===== src/rtl/lsu_ctrl_if.sv =====
// lsu_ctrl_if -- request/response bus between the core datapath and the
// load/store unit controller.
//
// Signals:
//   req_valid   datapath presents a load/store; req_* held stable while stall=1
//   req_we      1 = store, 0 = load
//   req_size    00 byte, 01 halfword, 10/11 word
//   req_signed  sign-extend sub-word loads
//   req_addr    byte address
//   req_wdata   right-aligned store data
//   stall       freezes PC and register-file writes while high
//   rsp_valid   one-cycle completion pulse
//   rsp_rdata   extended load data (0 for stores), valid with rsp_valid
//   misaligned  misalignment flag, valid with rsp_valid
//
// Modports: master = datapath side, slave = load/store controller side.
interface lsu_ctrl_if;
   logic        req_valid;
   logic        req_we;
   logic [1:0]  req_size;
   logic        req_signed;
   logic [31:0] req_addr;
   logic [31:0] req_wdata;
   logic        stall;
   logic        rsp_valid;
   logic [31:0] rsp_rdata;
   logic        misaligned;

   modport master (
      output req_valid, req_we, req_size, req_signed, req_addr, req_wdata,
      input  stall, rsp_valid, rsp_rdata, misaligned
   );

   modport slave (
      input  req_valid, req_we, req_size, req_signed, req_addr, req_wdata,
      output stall, rsp_valid, rsp_rdata, misaligned
   );
endinterface


===== src/rtl/lsu_ctrl.sv =====
// lsu_ctrl -- load/store unit controller in front of a single-port
// synchronous data RAM. Loads read and extend a byte/halfword/word, word
// stores write directly, sub-word stores do read-merge-write.
//
// Ports:
//   clk        rising-edge clock
//   reset      synchronous, active-high reset
//   bus        lsu_ctrl_if.slave: req_* from the datapath, stall/rsp_* back
//   mem_en     RAM access enable
//   mem_we     RAM write enable
//   mem_addr   RAM word address (req_addr[ADDR_W+1:2])
//   mem_wdata  RAM write data
//   mem_rdata  RAM read data, valid the cycle after a read
//
// Build option: define LSU_MISALIGN_TRAP_EN to flag misaligned halfword/word
// accesses (no memory access, misaligned=1). Without it misaligned is tied
// to 0 and the low address bits are ignored for lane selection.
module lsu_ctrl #(
   parameter int ADDR_W = 10
) (
   input  logic              clk,
   input  logic              reset,
   lsu_ctrl_if.slave         bus,
   output logic              mem_en,
   output logic              mem_we,
   output logic [ADDR_W-1:0] mem_addr,
   output logic [31:0]       mem_wdata,
   input  logic [31:0]       mem_rdata
);

   typedef enum logic [1:0] {
      IDLE    = 2'd0,
      RD_WAIT = 2'd1,
      WRITE   = 2'd2,
      DONE    = 2'd3
   } state_t;

   state_t      state_r;
   logic [31:0] cap_r;
   logic [31:0] rsp_rdata_r;
   logic        rsp_valid_r;
   logic        misaligned_r;
   logic        rst_hold_r;

   logic        is_word_s;
   logic        misalign_s;
   logic        block_s;
   logic [1:0]  lane_s;
   logic        unused_s;

   // Byte/halfword selection from a RAM word with sign or zero extension.
   function automatic logic [31:0] load_extract(input logic [31:0] word,
                                                input logic [1:0]  size,
                                                input logic        sgn,
                                                input logic [1:0]  lane);
      logic [7:0]  b;
      logic [15:0] h;
      b = word[{lane, 3'b000} +: 8];
      h = word[{lane[1], 4'b0000} +: 16];
      case (size)
         2'b00:   load_extract = {{24{sgn & b[7]}}, b};
         2'b01:   load_extract = {{16{sgn & h[15]}}, h};
         default: load_extract = word;
      endcase
   endfunction

   // Overlay right-aligned store data onto the captured RAM word.
   function automatic logic [31:0] store_merge(input logic [31:0] word,
                                               input logic [31:0] wdata,
                                               input logic [1:0]  size,
                                               input logic [1:0]  lane);
      logic [31:0] r;
      r = word;
      case (size)
         2'b00:   r[{lane, 3'b000} +: 8]    = wdata[7:0];
         2'b01:   r[{lane[1], 4'b0000} +: 16] = wdata[15:0];
         default: r = wdata;
      endcase
      return r;
   endfunction

   // Request decode: width, lane (low bits forced to alignment) and trap check.
   always_comb begin
      is_word_s = bus.req_size[1];
      block_s   = reset | rst_hold_r;
      case (bus.req_size)
         2'b00:   lane_s = bus.req_addr[1:0];
         2'b01:   lane_s = {bus.req_addr[1], 1'b0};
         default: lane_s = 2'b00;
      endcase
`ifdef LSU_MISALIGN_TRAP_EN
      misalign_s = ((bus.req_size == 2'b01) & bus.req_addr[0]) |
                   (is_word_s & (bus.req_addr[1:0] != 2'b00));
`else
      misalign_s = 1'b0;
`endif
   end

   // Address bits above the RAM window do not take part in the access.
   assign unused_s = ^bus.req_addr[31:ADDR_W+2];

   // RAM port drive; reset and the cycle after it never touch the RAM.
   always_comb begin
      mem_addr  = bus.req_addr[ADDR_W+1:2];
      mem_en    = 1'b0;
      mem_we    = 1'b0;
      mem_wdata = bus.req_wdata;
      if (block_s) begin
         mem_en = 1'b0;
         mem_we = 1'b0;
      end else begin
         case (state_r)
            IDLE: begin
               if (bus.req_valid && !misalign_s) begin
                  mem_en = 1'b1;
                  mem_we = bus.req_we & is_word_s;
               end else begin
                  mem_en = 1'b0;
                  mem_we = 1'b0;
               end
            end
            WRITE: begin
               // Dropping req_valid here aborts the write.
               mem_en    = bus.req_valid;
               mem_we    = bus.req_valid;
               mem_wdata = store_merge(cap_r, bus.req_wdata, bus.req_size, lane_s);
            end
            default: begin
               mem_en = 1'b0;
               mem_we = 1'b0;
            end
         endcase
      end
   end

   assign bus.stall      = bus.req_valid & (state_r != DONE) & ~block_s;
   assign bus.rsp_valid  = rsp_valid_r;
   assign bus.rsp_rdata  = rsp_rdata_r;
   assign bus.misaligned = misaligned_r;

   // Controller FSM with registered response outputs.
   always_ff @(posedge clk) begin
      if (reset) begin
         state_r      <= IDLE;
         cap_r        <= 32'd0;
         rsp_rdata_r  <= 32'd0;
         rsp_valid_r  <= 1'b0;
         misaligned_r <= 1'b0;
         rst_hold_r   <= 1'b1;
      end else begin
         rst_hold_r  <= 1'b0;
         rsp_valid_r <= 1'b0;
         case (state_r)
            IDLE: begin
               if (bus.req_valid && !rst_hold_r) begin
                  if (misalign_s) begin
                     state_r      <= DONE;
                     rsp_valid_r  <= 1'b1;
                     rsp_rdata_r  <= 32'd0;
                     misaligned_r <= 1'b1;
                  end else if (bus.req_we && is_word_s) begin
                     state_r      <= DONE;
                     rsp_valid_r  <= 1'b1;
                     rsp_rdata_r  <= 32'd0;
                     misaligned_r <= 1'b0;
                  end else begin
                     state_r <= RD_WAIT;
                  end
               end else begin
                  state_r <= IDLE;
               end
            end
            RD_WAIT: begin
               if (!bus.req_valid) begin
                  state_r <= IDLE;
               end else begin
                  cap_r <= mem_rdata;
                  if (bus.req_we) begin
                     state_r <= WRITE;
                  end else begin
                     state_r      <= DONE;
                     rsp_valid_r  <= 1'b1;
                     rsp_rdata_r  <= load_extract(mem_rdata, bus.req_size,
                                                  bus.req_signed, lane_s);
                     misaligned_r <= 1'b0;
                  end
               end
            end
            WRITE: begin
               if (!bus.req_valid) begin
                  state_r <= IDLE;
               end else begin
                  state_r      <= DONE;
                  rsp_valid_r  <= 1'b1;
                  rsp_rdata_r  <= 32'd0;
                  misaligned_r <= 1'b0;
               end
            end
            DONE:    state_r <= IDLE;
            default: state_r <= IDLE;
         endcase
      end
   end

endmodule

===== src/flat_wrapper.sv =====
// flat-port wrapper written by rule: the top's interface ports become plain ports
module lsu_ctrl_flat 
#(
   parameter int ADDR_W = 10
)
  (clk, reset, mem_en, mem_we, mem_addr, mem_wdata, mem_rdata, bus_req_valid, bus_req_we, bus_req_size, bus_req_signed, bus_req_addr, bus_req_wdata, bus_stall, bus_rsp_valid, bus_rsp_rdata, bus_misaligned);
  lsu_ctrl_if bus_i ();
  input  logic clk;
  input  logic reset;
  output logic mem_en;
  output logic mem_we;
  output logic [ADDR_W-1:0] mem_addr;
  output logic [31:0] mem_wdata;
  input  logic [31:0] mem_rdata;
  input wire logic [$bits(bus_i.req_valid)-1:0] bus_req_valid;
  input wire logic [$bits(bus_i.req_we)-1:0] bus_req_we;
  input wire logic [$bits(bus_i.req_size)-1:0] bus_req_size;
  input wire logic [$bits(bus_i.req_signed)-1:0] bus_req_signed;
  input wire logic [$bits(bus_i.req_addr)-1:0] bus_req_addr;
  input wire logic [$bits(bus_i.req_wdata)-1:0] bus_req_wdata;
  output wire logic [$bits(bus_i.stall)-1:0] bus_stall;
  output wire logic [$bits(bus_i.rsp_valid)-1:0] bus_rsp_valid;
  output wire logic [$bits(bus_i.rsp_rdata)-1:0] bus_rsp_rdata;
  output wire logic [$bits(bus_i.misaligned)-1:0] bus_misaligned;
  assign bus_i.req_valid = bus_req_valid;
  assign bus_i.req_we = bus_req_we;
  assign bus_i.req_size = bus_req_size;
  assign bus_i.req_signed = bus_req_signed;
  assign bus_i.req_addr = bus_req_addr;
  assign bus_i.req_wdata = bus_req_wdata;
  assign bus_stall = bus_i.stall;
  assign bus_rsp_valid = bus_i.rsp_valid;
  assign bus_rsp_rdata = bus_i.rsp_rdata;
  assign bus_misaligned = bus_i.misaligned;
  lsu_ctrl #(.ADDR_W(ADDR_W)) u_core (.clk(clk), .reset(reset), .bus(bus_i), .mem_en(mem_en), .mem_we(mem_we), .mem_addr(mem_addr), .mem_wdata(mem_wdata), .mem_rdata(mem_rdata));
endmodule

===== config.mk =====
export PLATFORM = sky130hd
export DESIGN_NAME = lsu_ctrl_flat
export DESIGN_NICKNAME = d
export VERILOG_FILES = /design/src/rtl/lsu_ctrl_if.sv /design/src/rtl/lsu_ctrl.sv /design/src/flat_wrapper.sv
export SDC_FILE = /design/constraint.sdc
export NUM_CORES = 1
export LEC_CHECK = 0
export ABC_AREA = 1
export BUFFER_PORTS_ARGS = -buffer_cell sky130_fd_sc_hd__buf_2
export CAP_MARGIN = 20
export CORE_MARGIN = 10
export CORE_UTILIZATION = 45
export CTS_CLUSTER_DIAMETER = 30
export CTS_CLUSTER_SIZE = 40
export DETAILED_ROUTE_END_ITERATION = 6
export PLACE_DENSITY = 0.86
export SLEW_MARGIN = 40
export SYNTH_ARGS = -nofsm -noshare
export SYNTH_HDL_FRONTEND = slang
export SYNTH_SLANG_ARGS = --single-unit

===== constraint.sdc =====
create_clock -name clk -period 2 [get_ports clk]
set_input_delay 0.1 -clock clk [delete_from_list [all_inputs] [get_ports clk]]
set_output_delay 0.1 -clock clk [all_outputs]
set_load 0.02 [all_outputs]

==> reports/qor.yml, run 1 <==
fin_nets: 944
gr-total-overflow: 0
grt_pass1_wl_um: 25900
place_hpwl_um: 12800
drt_pass1_iterations: 6
switchingPower_mw: 1.04
fin_crit_ns: 1.90
hp-start: "mem_rdata[16]"
pwr-share-comb: 0.234
finalWeightedCongestion: 1.01
floorplan.initialDensity: 0.462
async_flop_share: 0
hp-class: "in -> reg"
worstMarginPinSlew_ns: 0.646
placementRows: 36
ys_warn_count: 0
final_cell_area_sq_mm: 0.00551
cp-end-kind: "output pin"
hold_ws_ns: 0.0444
fp.dieW_um: 120
p_seq_frac: 0.447
reg2reg_to: "u_core.bus.rsp_rdata[22]"
synth_top_family_by_area: "simple AND/OR/NAND/NOR gates"
place_area_sq_mm: 0.00529
synth_edf_count: 0
ys_top_cells_by_count: "167 x nand2_1, 92 x a21oi_1, 85 x o21ai_0"
ir_drop_mv: 0.429
cp_data_required_time_ns: 1.90
rrSetupSlack_ns: 0.53
clk_pin_slew_ns: 0.07
grt_setup_unrepaired: "yes"
place.detailed.instances: 960
grt_pass1_vias: 4976
power_frac_clock: 0.319
p_sw_frac: 0.330
drt-initial-drc-count: 549
whs_path_depth: 3
fin_skew_ns: 0.00522
die_height_um: 120
synth_area_leaders: "dfxtp_1 30%, nand2_1 14%, a21oi_1 10%, o21ai_0 9.4%, nor2_1 6.2%"
relSlewSlack: 0.569
status: "completed"
synth.most_common_cell: "nand2_1"
antenna_found_initial: 4
cts_post_setup_buffers_inserted: 0
yosys.area_share.adder: 0.00831
route.detailed.drc: 0
cts_tree: "done"
p_int_mw: 2.12
syn2layout_area_growth_pct: 22.0
synth_seq_cells: 68
synth_xor_xnor_area_share: 0
cts_buffer_depth: 2
arrival_ns: 1.80
yosys.area_share.simple: 0.299
core-area_sq_mm: 0.00977
hold_viol: 0
cts_hold_buf: 0
boundaryPins: 182
power_leakage_nw: 2.49
vias_per_cell: 5.49
grt_use_total: 0.221
ys_seq_area_frac: 0.301
synth_nets: 825
ant_nets: 0
clockRootBuffer: "clkbuf_8"
synth.area.mux_share: 0
yosys.area.top_type: "dfxtp_1"
port_buffers: 140
period_share: 0.950
synth_cells: 719
clock_tree.htree_level_count: 3
cap_violations: 0
r2r-start: "u_core.state_r[0]"
fmax_ghz: 0.527
p_per_area_mw_per_mm2: 574
netlist.area_leader.share: 0.301
wire_per_inst_um: 16.9
layout-drive-gt1-share: 0.275
tns_ns: 0
critical_path_class: "in -> out"
postSynthAreaPerCell_sq_um: 6.28
ff2ff_path_depth: 8
routed_wl_um: 16600
grt_max_degree: 49
dieArea_sq_mm: 0.0144
slew_violations: 0
synth_ff_type: "dfxtp_1"
num_vias: 5368
netlist-cell-type-count: 36
numClockSinks: 68
worst_skew_pair.late_latency_ns: 0.35
stdcell_count: 978
crit_fanout: 9
cts_buffers: 9
synth-compound-area-share: 0.271
synth_area_sq_mm: 0.00452
cp-start-kind: "input port"
fillCellCount: 1010
setup_viol: 0
worstHoldEndpoint: "u_core.cap_r[16]"
worst max path at each step:
stage                      startpoint             to  cells past startpoint
detailed placement    bus_req_size[1]   mem_wdata[4]                     10
global route        u_core.state_r[0]   mem_wdata[7]                      9
finish                bus_req_size[1]   mem_wdata[7]                     10
floorplan             bus_req_size[1]  mem_wdata[12]                     12
global placement      bus_req_size[1]  mem_wdata[19]                     11
CTS                   bus_req_size[1]  mem_wdata[23]                     11
cell type report:
type | count | area [sq um] | area share
diodes | 2 | 5.00 | 0.000909
clock buffers | 12 | 145 | 0.0264
clock inverters | 4 | 25.0 | 0.00454
inverters | 60 | 230 | 0.0418
multi-input cells | 534 | 2660 | 0.482
flip-flops and latches | 68 | 1360 | 0.248
well taps | 133 | 166 | 0.0302
repair buffers | 165 | 917 | 0.167
cells by family after synthesis:
kind of cell	after synthesis
buf+inv	117
flops	68
other cells	1
compound gates	224
fa+ha+maj	3
simple gates	306
sequential cells by signal, summed over array words and instances (netlist names):
register and cells:
u_core.rst_hold_r 1, u_core.bus.rsp_rdata 32, u_core.state_r 2, u_core.cap_r 32
u_core.bus.rsp_valid 1
power by group through the flow:
stage                     Clock [mW]  Combinational, mW  Sequential, mW
after floorplan                    0              0.463            1.45
after global placement             0              0.709            1.44
after detailed placement           0              0.716            1.44
after CTS                       1.03              0.720            1.41
after global routing            1.09              0.809            1.42
final                           1.01              0.740            1.41
placed cells by master (no fill, tap or decap), types with 2 or more instances in the layout:
| cell | netlist | layout |
|---|---|---|
| o21ai_1 | 4 | 4 |
| nand3_2 | 2 | 2 |
| nand3_1 | 33 | 33 |
| clkinv_2 | 0 | 2 |
| a21oi_1 | 92 | 92 |
| nand3_4 | 2 | 2 |
| o211ai_1 | 3 | 3 |
| inv_1 | 51 | 50 |
| a21oi_2 | 10 | 10 |
| inv_2 | 7 | 8 |
| nor3_1 | 7 | 6 |
| nor2_8 | 2 | 2 |
| nand2_4 | 2 | 2 |
| nor2_1 | 75 | 71 |
| diode_2 | 0 | 2 |
| buf_4 | 12 | 22 |
| dfxtp_1 | 68 | 66 |
| clkinvlp_4 | 0 | 2 |
| nand2_1 | 167 | 166 |
| clkbuf_1 | 20 | 2 |
| o2111ai_1 | 3 | 3 |
| nor2_2 | 0 | 2 |
| buf_12 | 1 | 2 |
| clkbuf_8 | 0 | 10 |
| ha_2 | 0 | 2 |
| dfxtp_2 | 0 | 2 |
| buf_2 | 15 | 140 |
| o21ai_0 | 85 | 85 |
| nand2_2 | 12 | 13 |
| nor2_4 | 2 | 4 |
| o22ai_1 | 21 | 21 |
| a22o_1 | 3 | 3 |
per-layer routing:
layer  up-vias  part of all wire  wire [um]  global-route usage
met3        36              0.12       1940              0.0745
met2       300              0.45       7490               0.348
met4         2             0.021        347              0.0686
li1       2596                 -          -                   -
met1      2434              0.41       6770               0.278
met5         -           0.00042          7                   0
repair_timing:
action                     CTS  global route
pin swaps                    0             2
resized for setup            4            11
setup endpoints to repair   25            32
per-stage QoR:
step	setup slack (ns)	power, mW	utilization
global placement	0.0197	2.15	0.541
floorplan	0.0146	1.91	-
global route	-0.00959	3.32	0.563
detailed placement	0.0288	2.16	0.541
CTS	0.0420	3.16	0.560
finish	0.101	3.16	0.563
worst max-delay path, stage by stage:
cell and delay, ns:
buf_2 0.21, inv_6 0.05, nand2_4 0.08, inv_1 0.06, ha_2 0.42, inv_1 0.11, nor3_1 0.33, nor2_4 0.11
o22ai_1 0.13, buf_2 0.19
Power figures use the tool's default switching activity.
==> run 2, diff against run 1 <==
--- a/config.mk
+++ b/config.mk
@@ -10,3 +10,3 @@
 export CAP_MARGIN = 20
-export CORE_MARGIN = 10
+export CORE_MARGIN = 2
 export CORE_UTILIZATION = 45
==> constraint.sdc (replaced) <==
create_clock -name clk -period 2 [get_ports clk]
set_input_delay 0.4 -clock clk [delete_from_list [all_inputs] [get_ports clk]]
set_output_delay 0.4 -clock clk [all_outputs]
set_load 0.02 [all_outputs]
==> run 2 against run 1 <==
The flow now finishes with violations (negative setup slack). Clock skew up 0.0038 ns. Final cell count rose by 3.5%. Register-to-register slack lost 0.20 ns. Critical endpoint is now mem_wdata[16]. Largest cell class unchanged. Highest routed layer is now met4.
==> reports/qor.yml, run 2 (synthesis results as in run 1) <==
final_cell_area_sq_mm: 0.00650
cts_tree: "done"
core-area_sq_mm: 0.00977
grt_max_degree: 52
final_common_cell: "nand2_1"
grt_pass1_vias: 5052
p_per_area_mw_per_mm2: 541
place_hpwl_um: 11900
drt_pass1_iterations: 6
use_met3: 0.0664
final_cell_mix: "139 x nand2_1, 106 x buf_2, 91 x a21oi_1, 68 x dfxtp_1, 64 x nor2_1"
hold_ws_ns: 0.343
setup_viol: 32
boundaryPins: 182
fillCellCount: 834
arrival_ns: 1.84
cp-start-kind: "input port"
relSlewSlack: 0.622
route.detailed.drc: 0
r2r-start: "u_core.state_r[0]"
cp-end-kind: "output pin"
cts_buffers: 9
grt.busiest_layer: "met2"
grt_pass1_wl_um: 25600
stdcell_count: 1012
fp.dieW_um: 104
syn2layout_area_growth_pct: 44.1
place_area_sq_mm: 0.00578
routed_wl_um: 16200
clockRootBuffer: "clkbuf_8"
globalRouteMet2Util: 0.467
fmax_ghz: 0.446
place.detailed.instances: 987
fin_skew_ns: 0.00901
cts_hold_buf: 0
worst_skew_pair.late_latency_ns: 0.37
startpoint: "bus_req_size[1]"
finalWeightedCongestion: 0.962
slew_violations: 0
seqCellArea_sq_mm: 0.00136
port_buffers: 140
layout-drive-gt1-share: 0.378
gr-total-overflow: 0
dieArea_sq_mm: 0.0109
power_leakage_nw: 2.85
antenna_cells: 0
violations: "negative setup slack"
drt-initial-drc-count: 427
antenna_found_initial: 0
period_share: 1.12
status: "finished with violations"
hp-start: "mem_rdata[16]"
crit_fanout: 7
cts_buffer_depth: 2
grt_setup_unrepaired: "yes"
grt_use_total: 0.294
ant_nets: 0
placementRows: 36
clock_tree.htree_level_count: 3
die_height_um: 104
critical_path_class: "in -> out"
numClockSinks: 68
use_met1: 0.380
hp-class: "in -> reg"
cp_data_required_time_ns: 1.60
ir_drop_mv: 0.456
worst_slack_ns: -0.241
worstMarginPinSlew_ns: 0.567
hold_viol: 0
fin_crit_ns: 2.24
vias_per_cell: 5.40
multi_input_area_sq_mm: 0.00302
num_vias: 5465
cap_violations: 0
floorplan.initialDensity: 0.462
fin_nets: 980
wire_per_inst_um: 16.0
clk_pin_slew_ns: 0.07
## run 2: cell count changes in the layout (fill, tap and decap cells not counted), sizes merged
cell and delta:
buf +34, inv -1, diode -2, bufinv +1
clkbuf +2
## run 2: what timing repair did
| item | CTS | global route |
|---|---|---|
| gates cloned | 0 | 2 |
| resized for setup | 123 | 19 |
| setup endpoints to repair | 32 | 32 |
| buffers inserted | 4 | 3 |
| pin swaps | 36 | 13 |
## run 2: path summary, 6_finish.rpt
check | endpoint | slack [ns] | depth (start not counted)
min | u_core.cap_r[16] | 0.34 | 3
min reg2reg | u_core.bus.rsp_rdata[15] | 0.46 | 2
max | mem_wdata[16] | -0.24 | 11
max reg2reg | u_core.bus.rsp_rdata[18] | 0.33 | 11
## run 2: area by class of cell
class / count / share of cell area
multi-input combinational: 534 / 0.464
timing repair buffer: 201 / 0.233
clock inverter: 4 / 0.00731
clock buffer: 12 / 0.0239
tap: 133 / 0.0256
inverter: 60 / 0.0367
sequential: 68 / 0.209
## run 2: metrics by stage
stage / worst slack [ns] / utilization / setup TNS [ns] / total power, mW
5_1_grt: -0.340 / 0.666 / -8.36 / 3.65
6_report: -0.241 / 0.666 / -5.59 / 3.52
2_1_floorplan: -0.219 / - / -5.92 / 1.97
4_1_cts: -0.230 / 0.651 / -5.32 / 3.48
3_5_place_dp: -0.387 / 0.591 / -10.90 / 2.24
3_3_place_gp: -0.379 / 0.591 / -10.05 / 2.23
## run 2: metal layers
metal / wire length (um) / part of all wire
met1: 6730 / 0.42
met2: 7300 / 0.45
met5: 0 / 0
met4: 560 / 0.035
met3: 1630 / 0.10
## run 2: power by group
| part | leakage, nW | internal (mW) | switching (mW) |
|---|---|---|---|
| combinational | 2.19 | 0.377 | 0.565 |
| clock | 0.102 | 0.640 | 0.528 |
| sequential | 0.551 | 1.39 | 0.0202 |
| total | 2.85 | 2.41 | 1.11 |
## run 2: worst max-delay path, stage by stage
cell,delay (ns)
buf_12,0.12
nor2_8,0.13
nand2_8,0.08
ha_4,0.28
buf_4,0.17
nor3_4,0.19
a21oi_1,0.08
o22ai_1,0.13
nand2_1,0.08
nand2_2,0.05
buf_4,0.13
==> run 3, diff against run 2 <==
- MAX_ROUTING_LAYER: unset -> met4
==> run 3 against run 2 <==
Wire length is 0.75% higher. Design area rose by 0.17%. Final cell count about the same. Worst setup slack got worse by 0.015 ns. Global-route usage grew 1.1 points. Register-to-register slack about the same. First-iteration DRC count decreased by 2.3%. The flow still finishes with violations (negative setup slack). Combinational power is 1% higher. Highest routed layer unchanged. Sequential cell count unchanged.
==> reports/qor.yml, run 3 (synthesis results as in run 1) <==
status: "finished with violations"
violations: "negative setup slack"
critical_path_class: "in -> out"
slew_violations: 0
ff2ff_path_depth: 11
route.detailed.drc: 0
cp_data_required_time_ns: 1.60
drt-initial-drc-count: 417
cap_violations: 0
hp-class: "in -> reg"
syn2layout_area_growth_pct: 44.3
fillCellCount: 819
postLayoutCoreUtil: 0.667
relSlewSlack: 0.636
drt_pass1_iterations: 6
num_vias: 5522
final_cell_area_sq_mm: 0.00652
grt_pass1_wl_um: 25900
routed_wl_um: 16300
cp-end-kind: "output pin"
dieArea_sq_mm: 0.0109
globalRouteMet2Util: 0.485
place_area_sq_mm: 0.00582
numClockSinks: 68
period_share: 1.13
reg2reg_to: "u_core.bus.rsp_rdata[18]"
hp-start: "mem_rdata[21]"
hold_viol: 0
cp-start-kind: "input port"
grt_setup_unrepaired: "yes"
cts_buffers: 9
cts_hold_buf: 0
clk_pin_slew_ns: 0.07
grt.busiest_layer: "met2"
layout-drive-gt1-share: 0.380
worst_slack_ns: -0.256
cts_tree: "done"
placementRows: 36
power_leakage_nw: 2.86
worstHoldEndpoint: "u_core.cap_r[21]"
tns_ns: -6.20
core-area_sq_mm: 0.00977
grt_max_degree: 52
whs_path_depth: 3
grt_use_total: 0.305
antenna_cells: 0
arrival_ns: 1.86
rrSetupSlack_ns: 0.34
fp.dieW_um: 104
vias_per_cell: 5.45
grt_pass1_vias: 5198
r2r-start: "u_core.state_r[0]"
fin_nets: 982
cts_buffer_depth: 2
antenna_found_initial: 0
ant_nets: 0
clockRootBuffer: "clkbuf_8"
floorplan.initialDensity: 0.462
wire_per_inst_um: 16.1
setup_viol: 32
worstMarginPinSlew_ns: 0.547
use_met3: 0.0677
worst_skew_pair.late_latency_ns: 0.34
place_hpwl_um: 11900
hold_ws_ns: 0.345
die_height_um: 104
use_met1: 0.369
p_per_area_mw_per_mm2: 555
finalWeightedCongestion: 0.965
fmax_ghz: 0.443
final_common_cell: "nand2_1"
gr-total-overflow: 0
clock_tree.htree_level_count: 3
crit_fanout: 7
ir_drop_mv: 0.545
preCtsSetupSlack_ns: -0.369
fin_crit_ns: 2.26
fin_skew_ns: 0.00635
port_buffers: 140
final_cell_mix: "141 x nand2_1, 108 x buf_2, 85 x a21oi_1, 68 x dfxtp_1, 64 x nor2_1"
boundaryPins: 182
## run 3: cell types whose count changed in the layout (fill, tap and decap cells not counted), moves of 3 or more
cell     change
buf_4        -4
o21ai_2      -3
a21oi_2      +6
buf_6       +10
a21oi_1      -6
o21ai_1      +3
buf_8        -4
## run 3: worst max-delay path by stage
stage               startpoint       endpoint  slack (ns)  depth (start not counted)
2_1_floorplan  bus_req_size[1]  mem_wdata[24]       -0.22                         12
3_3_place_gp   bus_req_size[1]  mem_wdata[11]       -0.35                         13
3_5_place_dp   bus_req_size[1]  mem_wdata[11]       -0.37                         13
4_1_cts        bus_req_size[1]  mem_wdata[28]       -0.23                         12
5_1_grt        bus_req_size[1]  mem_wdata[16]       -0.35                         11
6_report       bus_req_size[1]  mem_wdata[16]       -0.26                         11
## run 3: per-layer routing
layer / wire [um] / vias up
li1: - / 2676
met1: 6680 / 2498
met2: 7410 / 291
met3: 1520 / 57
met4: 727 / 0
met5: 0 / -
## run 3: timing repair
item,CTS,global route
resized for setup,123,19
endpoints found under the hold margin,0,0
buffers inserted,5,1
pin swaps,47,18
setup endpoints to repair,32,32
## run 3: report_power, final
group	leakage (nW)	internal (mW)	total (mW)	switching, mW
logic	2.20	0.378	0.950	0.572
registers	0.551	1.39	1.41	0.0196
clock network	0.111	0.761	1.25	0.494
total	2.86	2.53	3.62	1.09
## run 3: cell type report
cell class / instances / area (sq um) / area share
Timing Repair Buffer: 203 / 1500 / 0.230
Multi-Input combinational cell: 534 / 3030 / 0.465
Clock inverter: 4 / 72.6 / 0.0111
Clock buffer: 11 / 151 / 0.0232
Inverter: 60 / 233 / 0.0357
Sequential cell: 68 / 1360 / 0.209
Tap cell: 133 / 166 / 0.0255
## run 3: worst max-delay path: stages
cell and delay, ns:
buf_12 0.12, nor2_8 0.13, nand2_8 0.08, ha_4 0.28, buf_6 0.15, nor3_4 0.19, a21oi_2 0.08, o22ai_1 0.15
nand2_1 0.09, nand2_2 0.07, buf_6 0.11
## run 3: through the flow
stage          std cells  total power, mW
2_1_floorplan        719             1.97
3_3_place_gp         992             2.24
3_5_place_dp         992             2.25
4_1_cts             1012             3.59
5_1_grt             1013             3.76
6_report            1013             3.62
